==> config.mk <==
export PLATFORM = sky130hd
export DESIGN_NAME = ot_pingpong_sched_flat
export DESIGN_NICKNAME = d
export VERILOG_FILES = /design/src/rtl/ot_pingpong_sched_pkg.sv /design/src/rtl/ot_pingpong_sched_if.sv /design/src/rtl/ot_bank_ctrl.sv /design/src/rtl/ot_pingpong_sched.sv /design/src/flat_wrapper.sv
export SDC_FILE = /design/constraint.sdc
export NUM_CORES = 1
export LEC_CHECK = 0
export BUFFER_PORTS_ARGS = -buffer_cell sky130_fd_sc_hd__buf_2
export CAP_MARGIN = 5
export CORE_AREA = 2 2 176 178
export DETAILED_ROUTE_END_ITERATION = 10
export DIE_AREA = 0 0 178 180
export SLEW_MARGIN = 15
export SYNTH_ARGS = -nofsm -noshare
export SYNTH_HDL_FRONTEND = slang
export SYNTH_SLANG_ARGS = --single-unit
==> constraint.sdc <==
create_clock -name clk -period 2.8 [get_ports clk]
set_input_delay 0.14 -clock clk [delete_from_list [all_inputs] [get_ports clk]]
set_output_delay 0.14 -clock clk [all_outputs]
set_load 0.01 [all_outputs]
==> src/rtl/ot_pingpong_sched_pkg.sv <==
`default_nettype none
// ============================================================================
// Package  : ot_sched_pkg
// Purpose  : State encodings shared by the output-bank ping-pong scheduler.
// Revision : 1.0
// ============================================================================
package ot_sched_pkg;

    typedef logic [1:0] bank_st_t;
    localparam bank_st_t FREE  = 2'd0;
    localparam bank_st_t FILL  = 2'd1;
    localparam bank_st_t FULL  = 2'd2;
    localparam bank_st_t DRAIN = 2'd3;

    typedef logic [1:0] top_st_t;
    localparam top_st_t IDLE = 2'd0;
    localparam top_st_t RUN  = 2'd1;
    localparam top_st_t DONE = 2'd2;

    typedef logic [0:0] rd_st_t;
    localparam rd_st_t RD_IDLE = 1'b0;
    localparam rd_st_t RD_WAIT = 1'b1;

endpackage
`default_nettype wire

==> src/rtl/ot_pingpong_sched_if.sv <==
`default_nettype none
// ============================================================================
// Interface: ot_pingpong_sched_if
// Purpose  : Layer control, write-back, read-engine and bank-port signals.
// Revision : 1.0
// ============================================================================
interface ot_pingpong_sched_if #(
    parameter int SRAM_DATA_BITS = 64,
    parameter int SRAM_ADDR_BITS = 10
);
    logic                      layer_start;
    logic [SRAM_ADDR_BITS-1:0] cfg_tile_numsub1;
    logic                      busy;
    logic                      layer_done;
    logic                      err_wr;

    logic                      wb_grant;
    logic                      wb_tile_start;
    logic                      wb_tile_done;
    logic                      wb_cen;
    logic                      wb_wen;
    logic [SRAM_ADDR_BITS-1:0] wb_addr;
    logic [SRAM_DATA_BITS-1:0] wb_data;

    logic                      rd_start;
    logic                      rd_done;
    logic                      rd_cen;
    logic                      rd_wen;
    logic [SRAM_ADDR_BITS-1:0] rd_addr;
    logic [SRAM_DATA_BITS-1:0] rd_data;

    logic                      cen_b0, wen_b0, cen_b1, wen_b1;
    logic [SRAM_ADDR_BITS-1:0] addr_b0, addr_b1;
    logic [SRAM_DATA_BITS-1:0] din_b0, din_b1;
    logic [SRAM_DATA_BITS-1:0] dout_b0, dout_b1;

    modport slave (
        input  layer_start, cfg_tile_numsub1,
        input  wb_tile_start, wb_tile_done, wb_cen, wb_wen, wb_addr, wb_data,
        input  rd_done, rd_cen, rd_wen, rd_addr,
        input  dout_b0, dout_b1,
        output busy, layer_done, err_wr, wb_grant, rd_start, rd_data,
        output cen_b0, wen_b0, addr_b0, din_b0,
        output cen_b1, wen_b1, addr_b1, din_b1
    );

    modport master (
        output layer_start, cfg_tile_numsub1,
        output wb_tile_start, wb_tile_done, wb_cen, wb_wen, wb_addr, wb_data,
        output rd_done, rd_cen, rd_wen, rd_addr,
        output dout_b0, dout_b1,
        input  busy, layer_done, err_wr, wb_grant, rd_start, rd_data,
        input  cen_b0, wen_b0, addr_b0, din_b0,
        input  cen_b1, wen_b1, addr_b1, din_b1
    );
endinterface
`default_nettype wire

==> src/rtl/ot_bank_ctrl.sv <==
`default_nettype none
// ============================================================================
// Module   : ot_bank_ctrl
// Purpose  : One output bank: ownership state register plus its SRAM port mux.
// Revision : 1.0
// ============================================================================
module ot_bank_ctrl
    import ot_sched_pkg::*;
#(
    parameter int SRAM_DATA_BITS = 64,
    parameter int SRAM_ADDR_BITS = 10
) (
    input  logic                      clk,
    input  logic                      reset,
    input  logic                      set_fill,
    input  logic                      set_full,
    input  logic                      set_drain,
    input  logic                      set_free,
    input  logic                      wb_cen,
    input  logic                      wb_wen,
    input  logic [SRAM_ADDR_BITS-1:0] wb_addr,
    input  logic [SRAM_DATA_BITS-1:0] wb_data,
    input  logic                      rd_cen,
    input  logic                      rd_wen,
    input  logic [SRAM_ADDR_BITS-1:0] rd_addr,
    output bank_st_t                  state,
    output logic                      cen,
    output logic                      wen,
    output logic [SRAM_ADDR_BITS-1:0] addr,
    output logic [SRAM_DATA_BITS-1:0] din
);
    bank_st_t state_q, state_d;

    always_ff @(posedge clk) begin
        if (reset) state_q <= FREE;
        else       state_q <= state_d;
    end

    always_comb begin
        state_d = state_q;
        if (set_free)       state_d = FREE;
        else if (set_fill)  state_d = FILL;
        else if (set_full)  state_d = FULL;
        else if (set_drain) state_d = DRAIN;
    end

    // The mux follows the registered state so the SRAM path adds no latency.
    always_comb begin
        cen  = 1'b1;
        wen  = 1'b1;
        addr = '0;
        din  = '0;
        case (state_q)
            FILL: begin
                cen  = wb_cen;
                wen  = wb_wen;
                addr = wb_addr;
                din  = wb_data;
            end
            DRAIN: begin
                cen  = rd_cen;
                wen  = rd_wen;
                addr = rd_addr;
            end
            default: ;
        endcase
    end

    assign state = state_q;
endmodule
`default_nettype wire

==> src/rtl/ot_pingpong_sched.sv <==
`default_nettype none
// ============================================================================
// Module   : ot_pingpong_sched
// Purpose  : Alternates two output SRAM banks between PE write-back and the
//            output read engine for one layer of tiles.
// Revision : 1.0
// ============================================================================
module ot_pingpong_sched
    import ot_sched_pkg::*;
#(
    parameter int SRAM_DATA_BITS = 64,
    parameter int SRAM_ADDR_BITS = 10
) (
    input  logic               clk,
    input  logic               reset,
    ot_pingpong_sched_if.slave bus
);
    localparam logic [SRAM_ADDR_BITS-1:0] c_one = SRAM_ADDR_BITS'(1);

    top_st_t top_q, top_d;
    rd_st_t  rds_q, rds_d;
    logic    wb_ptr_q, wb_ptr_d, rd_ptr_q, rd_ptr_d, rd_sel_q, rd_sel_d;
    logic    all_issued_q, all_issued_d, err_q, err_d, rd_start_q, rd_start_d;
    logic [SRAM_ADDR_BITS-1:0] fill_cnt_q, fill_cnt_d, drain_cnt_q, drain_cnt_d;
    logic [SRAM_ADDR_BITS-1:0] cfg_q, cfg_d;

    bank_st_t                  st     [2];
    logic [1:0]                set_fill, set_full, set_drain, set_free;
    logic [1:0]                b_cen, b_wen;
    logic [SRAM_ADDR_BITS-1:0] b_addr [2];
    logic [SRAM_DATA_BITS-1:0] b_din  [2];

    logic run, layer_go, grant, fill_go, full_go, rd_issue, drain_done, err_set;

    // Decodes use registered state only; wb_grant therefore has no input path.
    assign run        = (top_q == RUN);
    assign layer_go   = (top_q == IDLE) && bus.layer_start;
    assign grant      = run && (st[wb_ptr_q] == FREE) && !all_issued_q;
    assign fill_go    = bus.wb_tile_start && grant;
    assign full_go    = bus.wb_tile_done && (st[wb_ptr_q] == FILL);
    assign rd_issue   = run && (rds_q == RD_IDLE) && (st[rd_ptr_q] == FULL);
    assign drain_done = (rds_q == RD_WAIT) && bus.rd_done;
    assign err_set    = (bus.wb_tile_start && !grant)
                     || (bus.wb_tile_done && !full_go)
                     || (!bus.wb_cen && (st[0] != FILL) && (st[1] != FILL));

    always_ff @(posedge clk) begin
        if (reset) begin
            top_q        <= IDLE;
            rds_q        <= RD_IDLE;
            wb_ptr_q     <= 1'b0;
            rd_ptr_q     <= 1'b0;
            rd_sel_q     <= 1'b0;
            all_issued_q <= 1'b0;
            err_q        <= 1'b0;
            rd_start_q   <= 1'b0;
            fill_cnt_q   <= '0;
            drain_cnt_q  <= '0;
            cfg_q        <= '0;
        end else begin
            top_q        <= top_d;
            rds_q        <= rds_d;
            wb_ptr_q     <= wb_ptr_d;
            rd_ptr_q     <= rd_ptr_d;
            rd_sel_q     <= rd_sel_d;
            all_issued_q <= all_issued_d;
            err_q        <= err_d;
            rd_start_q   <= rd_start_d;
            fill_cnt_q   <= fill_cnt_d;
            drain_cnt_q  <= drain_cnt_d;
            cfg_q        <= cfg_d;
        end
    end

    always_comb begin
        top_d = top_q;
        case (top_q)
            IDLE:    if (bus.layer_start) top_d = RUN;
            RUN:     if (drain_done && (drain_cnt_q == cfg_q)) top_d = DONE;
            default: top_d = IDLE;
        endcase
        rds_d = rds_q;
        case (rds_q)
            RD_IDLE: if (rd_issue) rds_d = RD_WAIT;
            default: if (bus.rd_done) rds_d = RD_IDLE;
        endcase
    end

    always_comb begin
        cfg_d        = cfg_q;
        wb_ptr_d     = wb_ptr_q;
        rd_ptr_d     = rd_ptr_q;
        fill_cnt_d   = fill_cnt_q;
        drain_cnt_d  = drain_cnt_q;
        all_issued_d = all_issued_q;
        err_d        = err_q | err_set;
        rd_sel_d     = rd_issue ? rd_ptr_q : rd_sel_q;
        rd_start_d   = rd_issue;
        if (layer_go) begin
            cfg_d        = bus.cfg_tile_numsub1;
            wb_ptr_d     = 1'b0;
            rd_ptr_d     = 1'b0;
            fill_cnt_d   = '0;
            drain_cnt_d  = '0;
            all_issued_d = 1'b0;
            err_d        = 1'b0;
        end else begin
            if (fill_go) begin
                fill_cnt_d = fill_cnt_q + c_one;
                if (fill_cnt_q == cfg_q) all_issued_d = 1'b1;
            end
            if (full_go) wb_ptr_d = ~wb_ptr_q;
            if (drain_done) begin
                rd_ptr_d    = ~rd_ptr_q;
                drain_cnt_d = drain_cnt_q + c_one;
            end
        end
    end

    always_comb begin
        set_fill  = '0;
        set_full  = '0;
        set_drain = '0;
        set_free  = '0;
        for (int b = 0; b < 2; b++) begin
            set_fill[b]  = fill_go    && (wb_ptr_q == 1'(b));
            set_full[b]  = full_go    && (wb_ptr_q == 1'(b));
            set_drain[b] = rd_issue   && (rd_ptr_q == 1'(b));
            set_free[b]  = layer_go || (drain_done && (rd_ptr_q == 1'(b)));
        end
        bus.busy       = (top_q == RUN) || (top_q == DONE);
        bus.layer_done = (top_q == DONE);
        bus.err_wr     = err_q;
        bus.wb_grant   = grant;
        bus.rd_start   = rd_start_q;
        bus.rd_data    = rd_sel_q ? bus.dout_b1 : bus.dout_b0;
    end

    for (genvar gi = 0; gi < 2; gi++) begin : g_bank
        ot_bank_ctrl #(
            .SRAM_DATA_BITS (SRAM_DATA_BITS),
            .SRAM_ADDR_BITS (SRAM_ADDR_BITS)
        ) u_bank (
            .clk       (clk),
            .reset     (reset),
            .set_fill  (set_fill[gi]),
            .set_full  (set_full[gi]),
            .set_drain (set_drain[gi]),
            .set_free  (set_free[gi]),
            .wb_cen    (bus.wb_cen),
            .wb_wen    (bus.wb_wen),
            .wb_addr   (bus.wb_addr),
            .wb_data   (bus.wb_data),
            .rd_cen    (bus.rd_cen),
            .rd_wen    (bus.rd_wen),
            .rd_addr   (bus.rd_addr),
            .state     (st[gi]),
            .cen       (b_cen[gi]),
            .wen       (b_wen[gi]),
            .addr      (b_addr[gi]),
            .din       (b_din[gi])
        );
    end

    assign bus.cen_b0  = b_cen[0];
    assign bus.wen_b0  = b_wen[0];
    assign bus.addr_b0 = b_addr[0];
    assign bus.din_b0  = b_din[0];
    assign bus.cen_b1  = b_cen[1];
    assign bus.wen_b1  = b_wen[1];
    assign bus.addr_b1 = b_addr[1];
    assign bus.din_b1  = b_din[1];
endmodule
`default_nettype wire

==> src/flat_wrapper.sv <==
// flat-port wrapper written by rule: the top's interface ports become plain ports
module ot_pingpong_sched_flat import ot_sched_pkg::*;
#(
    parameter int SRAM_DATA_BITS = 64,
    parameter int SRAM_ADDR_BITS = 10
)
  (clk, reset, bus_layer_start, bus_cfg_tile_numsub1, bus_wb_tile_start, bus_wb_tile_done, bus_wb_cen, bus_wb_wen, bus_wb_addr, bus_wb_data, bus_rd_done, bus_rd_cen, bus_rd_wen, bus_rd_addr, bus_dout_b0, bus_dout_b1, bus_busy, bus_layer_done, bus_err_wr, bus_wb_grant, bus_rd_start, bus_rd_data, bus_cen_b0, bus_wen_b0, bus_addr_b0, bus_din_b0, bus_cen_b1, bus_wen_b1, bus_addr_b1, bus_din_b1);
  ot_pingpong_sched_if #(.SRAM_DATA_BITS(SRAM_DATA_BITS), .SRAM_ADDR_BITS(SRAM_ADDR_BITS)) bus_i ();
  input  logic clk;
  input  logic reset;
  input wire logic [$bits(bus_i.layer_start)-1:0] bus_layer_start;
  input wire logic [$bits(bus_i.cfg_tile_numsub1)-1:0] bus_cfg_tile_numsub1;
  input wire logic [$bits(bus_i.wb_tile_start)-1:0] bus_wb_tile_start;
  input wire logic [$bits(bus_i.wb_tile_done)-1:0] bus_wb_tile_done;
  input wire logic [$bits(bus_i.wb_cen)-1:0] bus_wb_cen;
  input wire logic [$bits(bus_i.wb_wen)-1:0] bus_wb_wen;
  input wire logic [$bits(bus_i.wb_addr)-1:0] bus_wb_addr;
  input wire logic [$bits(bus_i.wb_data)-1:0] bus_wb_data;
  input wire logic [$bits(bus_i.rd_done)-1:0] bus_rd_done;
  input wire logic [$bits(bus_i.rd_cen)-1:0] bus_rd_cen;
  input wire logic [$bits(bus_i.rd_wen)-1:0] bus_rd_wen;
  input wire logic [$bits(bus_i.rd_addr)-1:0] bus_rd_addr;
  input wire logic [$bits(bus_i.dout_b0)-1:0] bus_dout_b0;
  input wire logic [$bits(bus_i.dout_b1)-1:0] bus_dout_b1;
  output wire logic [$bits(bus_i.busy)-1:0] bus_busy;
  output wire logic [$bits(bus_i.layer_done)-1:0] bus_layer_done;
  output wire logic [$bits(bus_i.err_wr)-1:0] bus_err_wr;
  output wire logic [$bits(bus_i.wb_grant)-1:0] bus_wb_grant;
  output wire logic [$bits(bus_i.rd_start)-1:0] bus_rd_start;
  output wire logic [$bits(bus_i.rd_data)-1:0] bus_rd_data;
  output wire logic [$bits(bus_i.cen_b0)-1:0] bus_cen_b0;
  output wire logic [$bits(bus_i.wen_b0)-1:0] bus_wen_b0;
  output wire logic [$bits(bus_i.addr_b0)-1:0] bus_addr_b0;
  output wire logic [$bits(bus_i.din_b0)-1:0] bus_din_b0;
  output wire logic [$bits(bus_i.cen_b1)-1:0] bus_cen_b1;
  output wire logic [$bits(bus_i.wen_b1)-1:0] bus_wen_b1;
  output wire logic [$bits(bus_i.addr_b1)-1:0] bus_addr_b1;
  output wire logic [$bits(bus_i.din_b1)-1:0] bus_din_b1;
  assign bus_i.layer_start = bus_layer_start;
  assign bus_i.cfg_tile_numsub1 = bus_cfg_tile_numsub1;
  assign bus_i.wb_tile_start = bus_wb_tile_start;
  assign bus_i.wb_tile_done = bus_wb_tile_done;
  assign bus_i.wb_cen = bus_wb_cen;
  assign bus_i.wb_wen = bus_wb_wen;
  assign bus_i.wb_addr = bus_wb_addr;
  assign bus_i.wb_data = bus_wb_data;
  assign bus_i.rd_done = bus_rd_done;
  assign bus_i.rd_cen = bus_rd_cen;
  assign bus_i.rd_wen = bus_rd_wen;
  assign bus_i.rd_addr = bus_rd_addr;
  assign bus_i.dout_b0 = bus_dout_b0;
  assign bus_i.dout_b1 = bus_dout_b1;
  assign bus_busy = bus_i.busy;
  assign bus_layer_done = bus_i.layer_done;
  assign bus_err_wr = bus_i.err_wr;
  assign bus_wb_grant = bus_i.wb_grant;
  assign bus_rd_start = bus_i.rd_start;
  assign bus_rd_data = bus_i.rd_data;
  assign bus_cen_b0 = bus_i.cen_b0;
  assign bus_wen_b0 = bus_i.wen_b0;
  assign bus_addr_b0 = bus_i.addr_b0;
  assign bus_din_b0 = bus_i.din_b0;
  assign bus_cen_b1 = bus_i.cen_b1;
  assign bus_wen_b1 = bus_i.wen_b1;
  assign bus_addr_b1 = bus_i.addr_b1;
  assign bus_din_b1 = bus_i.din_b1;
  ot_pingpong_sched #(.SRAM_DATA_BITS(SRAM_DATA_BITS), .SRAM_ADDR_BITS(SRAM_ADDR_BITS)) u_core (.clk(clk), .reset(reset), .bus(bus_i));
endmodule
### Word-level counts from Yosys, hierarchy flattened

Index checks and enable logic that the tools add are counted.

* register bits after elaboration: 43
* input bits: 232
* logic and storage cells: 109

* add/subtract/negate cells: 2
* $lt $le $gt $ge: 2
* equal/unequal tests: 14
* multiplexer cells: 27
* bitwise operators: 6
* reductions and logical operators: 43

Operator list (count)
* 64-bit two-way mux: 3
* 10-bit one-hot mux with 2 select lines: 2
* 2-bit two-way mux: 12
* 1-bit logical AND: 21
* 10-bit by 1-bit adder with 10-bit output (second input constant): 2
* 10-bit equality test: 2
* 2-bit by 1-bit equality test with 1-bit output (second input constant): 4
* 2-bit equality test (second input constant): 4
* 1-bit one-hot mux with 2 select lines: 4
* 3-bit nonzero test: 2
* 2-bit OR reduction: 3
* 3-bit OR reduction: 2
* 1-bit logical OR: 5
* 1-bit two-way mux: 5
* 2-bit greater-or-equal comparator (second input constant): 2
* 1-bit logical NOT: 4
* 2-bit logical NOT: 2
* 2-bit by 1-bit inequality test with 1-bit output (second input constant): 2
* 2-bit inequality test (second input constant): 2
* 1-bit inverter with 2-bit output: 2
* 2-bit one-hot mux with 2 select lines: 1
* 2-bit AND reduction: 2
* 2-bit nonzero test: 2
* 1-bit inverter: 3
* 1-bit bitwise OR: 1

### Logic depth before layout (Yosys ltp)

* word-level depth: 12
* gate-level depth with buffers: 7
* mapped depth without buffers: 7

### Hierarchy

Synthesis repeated with hierarchy kept, for this count alone.

* cells, all modules: 521
* area, all modules: 4302.9 sq um

Modules (own cells, without submodules)
* ot_pingpong_sched: times used 1, cells each 309, area an instance 2756.4 sq um, seq. area each 780.7 sq um
* ot_bank_ctrl: times used 2, cells each 106, area an instance 773.2 sq um, seq. area each 40.0 sq um

### Worst setup path before layout

OpenSTA, ideal clock, no wires.

* path kind: register -> register
* from: register u_core.top_q[1]
* to: register u_core.fill_cnt_q[4]
* library setup time: 0.070 ns
* data arrival time: 1.549 ns
* data required time: 2.730 ns
* path slack: 1.181 ns
* stages on the path, launching flop included: 8
* period minus slack after synthesis: 1.619 ns
* cell sequence: dfxtp_1 > inv_1 > ha_1 > nor2b_1 > o21a_4 > nand3_4 > or3_1 > a21oi_1

* longest elaborated chain between the ends: 4
* elaborated cells between the ends (all ways): 7

Ends and longest elaborated chain
* start, declared: line ot_pingpong_sched.sv:20 `top_st_t top_q, top_d;`
* start signal, assigned: line ot_pingpong_sched.sv:61 `top_q <= top_d;`
* 2-bit by 1-bit equality test with 1-bit output: line ot_pingpong_sched.sv:36 `assign run = (top_q == RUN);`
* 1-bit logical AND (2 in a row): line ot_pingpong_sched.sv:38 `assign grant = run && (st[wb_ptr_q] == FREE) && !all_issued_q;`
* named net bus_wb_grant: line flat_wrapper.sv:28 `output wire logic [$bits(bus_i.wb_grant)-1:0] bus_wb_grant;`
* 1-bit logical AND: line ot_pingpong_sched.sv:39 `assign fill_go = bus.wb_tile_start && grant;`
* end signal, assigned: line ot_pingpong_sched.sv:69 `fill_cnt_q <= fill_cnt_d;`
* end, declared: line ot_pingpong_sched.sv:24 `logic [SRAM_ADDR_BITS-1:0] fill_cnt_q, fill_cnt_d, drain_cnt_q, drain_cnt_d;`

The timed path passes the listed nets, and every way through them passes these cells.
A chain may end at the register's enable or synchronous reset.

### Worst setup path after layout

* from: register u_core.g_bank[0].u_bank.state_q[0]
* to: output bus_din_b0[29]

* longest elaborated chain between the ends: 2

Ends and longest elaborated chain
* start, declared: line ot_bank_ctrl.sv:32 `bank_st_t state_q, state_d;`
* start signal, assigned: line ot_bank_ctrl.sv:36 `else state_q <= state_d;`
* 2-bit by 1-bit equality test with 1-bit output: line ot_bank_ctrl.sv:53 `case (state_q)`
* 64-bit two-way mux: line ot_bank_ctrl.sv:53
* end, declared: line flat_wrapper.sv:34 `output wire logic [$bits(bus_i.din_b0)-1:0] bus_din_b0;`

Every way passes these cells.

==> flow_summary.json <==
{
  "grt_pass1_vias": 5051,
  "grt-ovfl-total": 0,
  "max_cap_viol_count": 0,
  "rows": 64,
  "post_cts_buffers": 0,
  "multi_input_area_sq_um": 3100,
  "start_util_pct": 13.8,
  "grt_max_degree": 65,
  "reg2reg_slack_ns": 0.89,
  "layout-drive-gt1-share_pct": 57.3,
  "r2r_start": "u_core.top_q[1]",
  "numCtsBuffers": 5,
  "finClkSkew_ns": 0.00552,
  "criticalPathCategory": "reg -> out",
  "max_freq_ghz": 0.462,
  "top_level_ports": 453,
  "die_area_sq_um": 32000,
  "htree_levels": 2,
  "ir_drop_uv": 290,
  "clk_pin_slew_ns": 0.06,
  "die_w_um": 178,
  "p_per_area_nw_per_um2": 333,
  "nNetsFinal": 1186,
  "dp_hpwl_um": 18900,
  "status": "finished, final reports clean",
  "slew_violations": 0,
  "grt_use_total_pct": 12.4,
  "ys_types": 36,
  "drcViolationCount": 0,
  "p_seq_share_pct": 30.3,
  "die_y_um": 180,
  "worst_pin_slew_ns": 0.540,
  "whs_path_depth": 3,
  "ys_seq_elements": 43,
  "setup_violations": 0,
  "antenna_found_initial": 2,
  "hp-class": "in -> reg",
  "drtPass1Iterations": 5,
  "swShare_pct": 35.0,
  "critPathLaunchType": "flop",
  "worstSetupEndpointType": "output port",
  "r2r_cells": 7,
  "rsz0062_at_grt": "no",
  "ant_nets": 0,
  "port_buffers": 452,
  "routed_wirelength_um": 21500,
  "vias_per_cell": 3.90,
  "required_ns": 2.66,
  "clk_latency_ns": 0.29,
  "cts_tree": "built",
  "period_needed_ns": 2.17,
  "crit_fanout": 36,
  "gp_congestion": 0.877,
  "p_leak_uw": 0.00365,
  "clkPwrFrac_pct": 29.1,
  "hold_start": "bus_cfg_tile_numsub1[9]",
  "finish.utilization_pct": 23.2,
  "post_drt_wl_per_cell_um": 16.0,
  "p_switching_uw": 818,
  "n_fill_cell": 3392,
  "combPwrFrac_pct": 40.7,
  "synth_cells": 516,
  "cell_internal_pwr_uw": 1520,
  "cts.sinks": 43,
  "crit_arrival_ns": 2.03,
  "vias": 5247,
  "relSlewSlack_pct": 63.9,
  "root_buffer": "clkbuf_16",
  "grt_first_pass_wirelength_um": 29500,
  "ys_warn_count": 0,
  "r2r_end": "u_core.fill_cnt_q[9]",
  "holdBufCountCts": 0,
  "clock_path_buffers": 2,
  "fin_tns_setup_ns": 0,
  "syn-num-nets": 755,
  "post_cts_resized": 0,
  "holdPathEnd": "u_core.cfg_q[9]",
  "coreArea_sq_um": 30200,
  "seq_area_frac_synth_pct": 20.7,
  "synth_area_per_cell_sq_um": 8.05,
  "min_period_over_period_pct": 77.4,
  "hold_viol_final": 0,
  "drt_iter0_markers": 245,
  "seqCellArea_sq_um": 862,
  "netlist_area_sq_um": 4160,
  "area.growth.synth_to_final_pct": 68.7
}
[per-stage QoR]
step	total power [uW]	setup slack (ns)	cells	cell area (sq um)	hold WS (ns)
global route	2480	0.396	1345	7010	0.0968
finish	2340	0.633	1345	7010	0.0871
detailed placement	1690	0.891	1336	6840	0.386
CTS	2380	0.579	1344	7010	0.0882
floorplan	1220	1.18	516	4160	0.255
global placement	1680	0.914	1336	6840	0.390
[power by group through the flow]
stage	combinational (uW)	sequential [uW]	clock [uW]
after floorplan	513	707	0
after global placement	961	719	0
after detailed placement	970	721	0
after CTS	976	707	696
after global routing	1050	713	720
final	950	707	679
[final cells by class]
| class | instances | area share, % |
|---|---|---|
| inverter | 9 | 0.482 |
| clock buffer | 5 | 1.78 |
| clock inverter | 3 | 0.678 |
| tap | 396 | 7.07 |
| timing repair buffer | 461 | 33.4 |
| antenna | 1 | 0.0357 |
| sequential | 43 | 12.3 |
| multi-input combinational | 427 | 44.2 |
[synth_stat cells]
| cell | instances | area [sq um] |
|---|---|---|
| mux2i_1 | 27 | 270 |
| nand2b_1 | 7 | 43.8 |
| nor4_1 | 3 | 18.8 |
| buf_2 | 10 | 50.1 |
| ha_1 | 7 | 87.6 |
| and3_1 | 2 | 12.5 |
| nor3_2 | 1 | 10.0 |
| nor3b_1 | 2 | 15.0 |
| nand2_1 | 40 | 150 |
| xor2_1 | 20 | 175 |
| nand4_1 | 5 | 31.3 |
| a21oi_1 | 21 | 105 |
| inv_1 | 8 | 30.0 |
| nand3_1 | 5 | 25.0 |
| buf_6 | 3 | 33.8 |
| or3_1 | 3 | 18.8 |
| mux2_2 | 64 | 721 |
| xnor2_1 | 16 | 140 |
| a311oi_1 | 2 | 17.5 |
| o211ai_2 | 1 | 12.5 |
| clkbuf_1 | 24 | 90.1 |
| a222oi_1 | 1 | 10.0 |
| nor2_1 | 24 | 90.1 |
| nor2b_1 | 24 | 150 |
| inv_2 | 1 | 3.75 |
| o21ai_0 | 5 | 25.0 |
| o21a_4 | 1 | 15.0 |
| a31oi_1 | 4 | 25.0 |
| dfxtp_1 | 43 | 861 |
| nand3_4 | 1 | 17.5 |
| and2_1 | 130 | 813 |
| nor3_1 | 5 | 25.0 |
| nor4_2 | 1 | 12.5 |
| a21o_1 | 3 | 22.5 |
| o31ai_1 | 1 | 7.51 |
| nor3b_4 | 1 | 18.8 |
[critical path, cell delays in order (launching register included)]
cell and delay (ns):
dfxtp_1 0.30, buf_4 0.21, nor2b_4 0.52, buf_4 0.37, and2_1 0.18, buf_2 0.13
[cells in the final DEF (no fill, tap or decap), types with 2 or more instances in the layout]
master / count
buf_2: 452
and2_1: 130
mux2_2: 64
dfxtp_1: 42
nand2_1: 40
mux2i_1: 27
nor2_1: 24
nor2b_1: 22
a21oi_1: 21
xor2_1: 20
xnor2_1: 16
inv_1: 8
buf_4: 8
nand2b_1: 7
ha_1: 7
nor3_1: 5
o21ai_0: 5
nand3_1: 5
nand4_1: 5
clkbuf_16: 5
a31oi_1: 4
nor4_1: 3
a21o_1: 3
or3_1: 3
nor2b_4: 2
nor3b_1: 2
a311oi_1: 2
and3_1: 2
[how the worst max path moves through the flow]
| stage | cells after the start | startpoint | to |
|---|---|---|---|
| 6_report | 5 | u_core.g_bank[0].u_bank.state[0] | bus_din_b0[29] |
| 3_3_place_gp | 5 | u_core.g_bank[0].u_bank.state[0] | bus_din_b0[29] |
| 3_5_place_dp | 5 | u_core.g_bank[0].u_bank.state[0] | bus_din_b0[6] |
| 4_1_cts | 5 | u_core.g_bank[0].u_bank.state[0] | bus_din_b0[6] |
| 2_1_floorplan | 7 | u_core.top_q[1] | u_core.fill_cnt_q[4] |
| 5_1_grt | 5 | u_core.g_bank[0].u_bank.state[0] | bus_din_b0[60] |
[flip-flops by register name, indices dropped and copies added (netlist names)]
signal,count
u_core.all_issued_q,1
u_core.bus.err_wr,1
u_core.bus.rd_start,1
u_core.cfg_q,10
u_core.drain_cnt_q,10
u_core.fill_cnt_q,10
u_core.g_bank.u_bank.state,4
u_core.rd_ptr_q,1
u_core.rd_sel_q,1
u_core.rds_q,1
u_core.top_q,2
u_core.wb_ptr_q,1
[layer usage]
metal / GRT usage [%] / routed length [um] / vias up
met5: 0 / 0 / -
met4: 2.23 / 285 / 0
met3: 0.867 / 1640 / 14
met2: 27.1 / 12100 / 318
met1: 12.3 / 7430 / 2354
li1: - / - / 2561
[kinds of logic after synthesis]
logic type	Yosys count	synth area share (%)
multiplexers	91	23.8
buffers and inverters	46	5.00
XOR/XNOR	36	7.59
flip-flops	43	20.7
adder cells (fa/ha/maj)	7	2.11
AND/OR/NAND/NOR	254	35.0
AO/OA/AOI/OAI	39	5.78
Power figures use the tool's default switching activity.
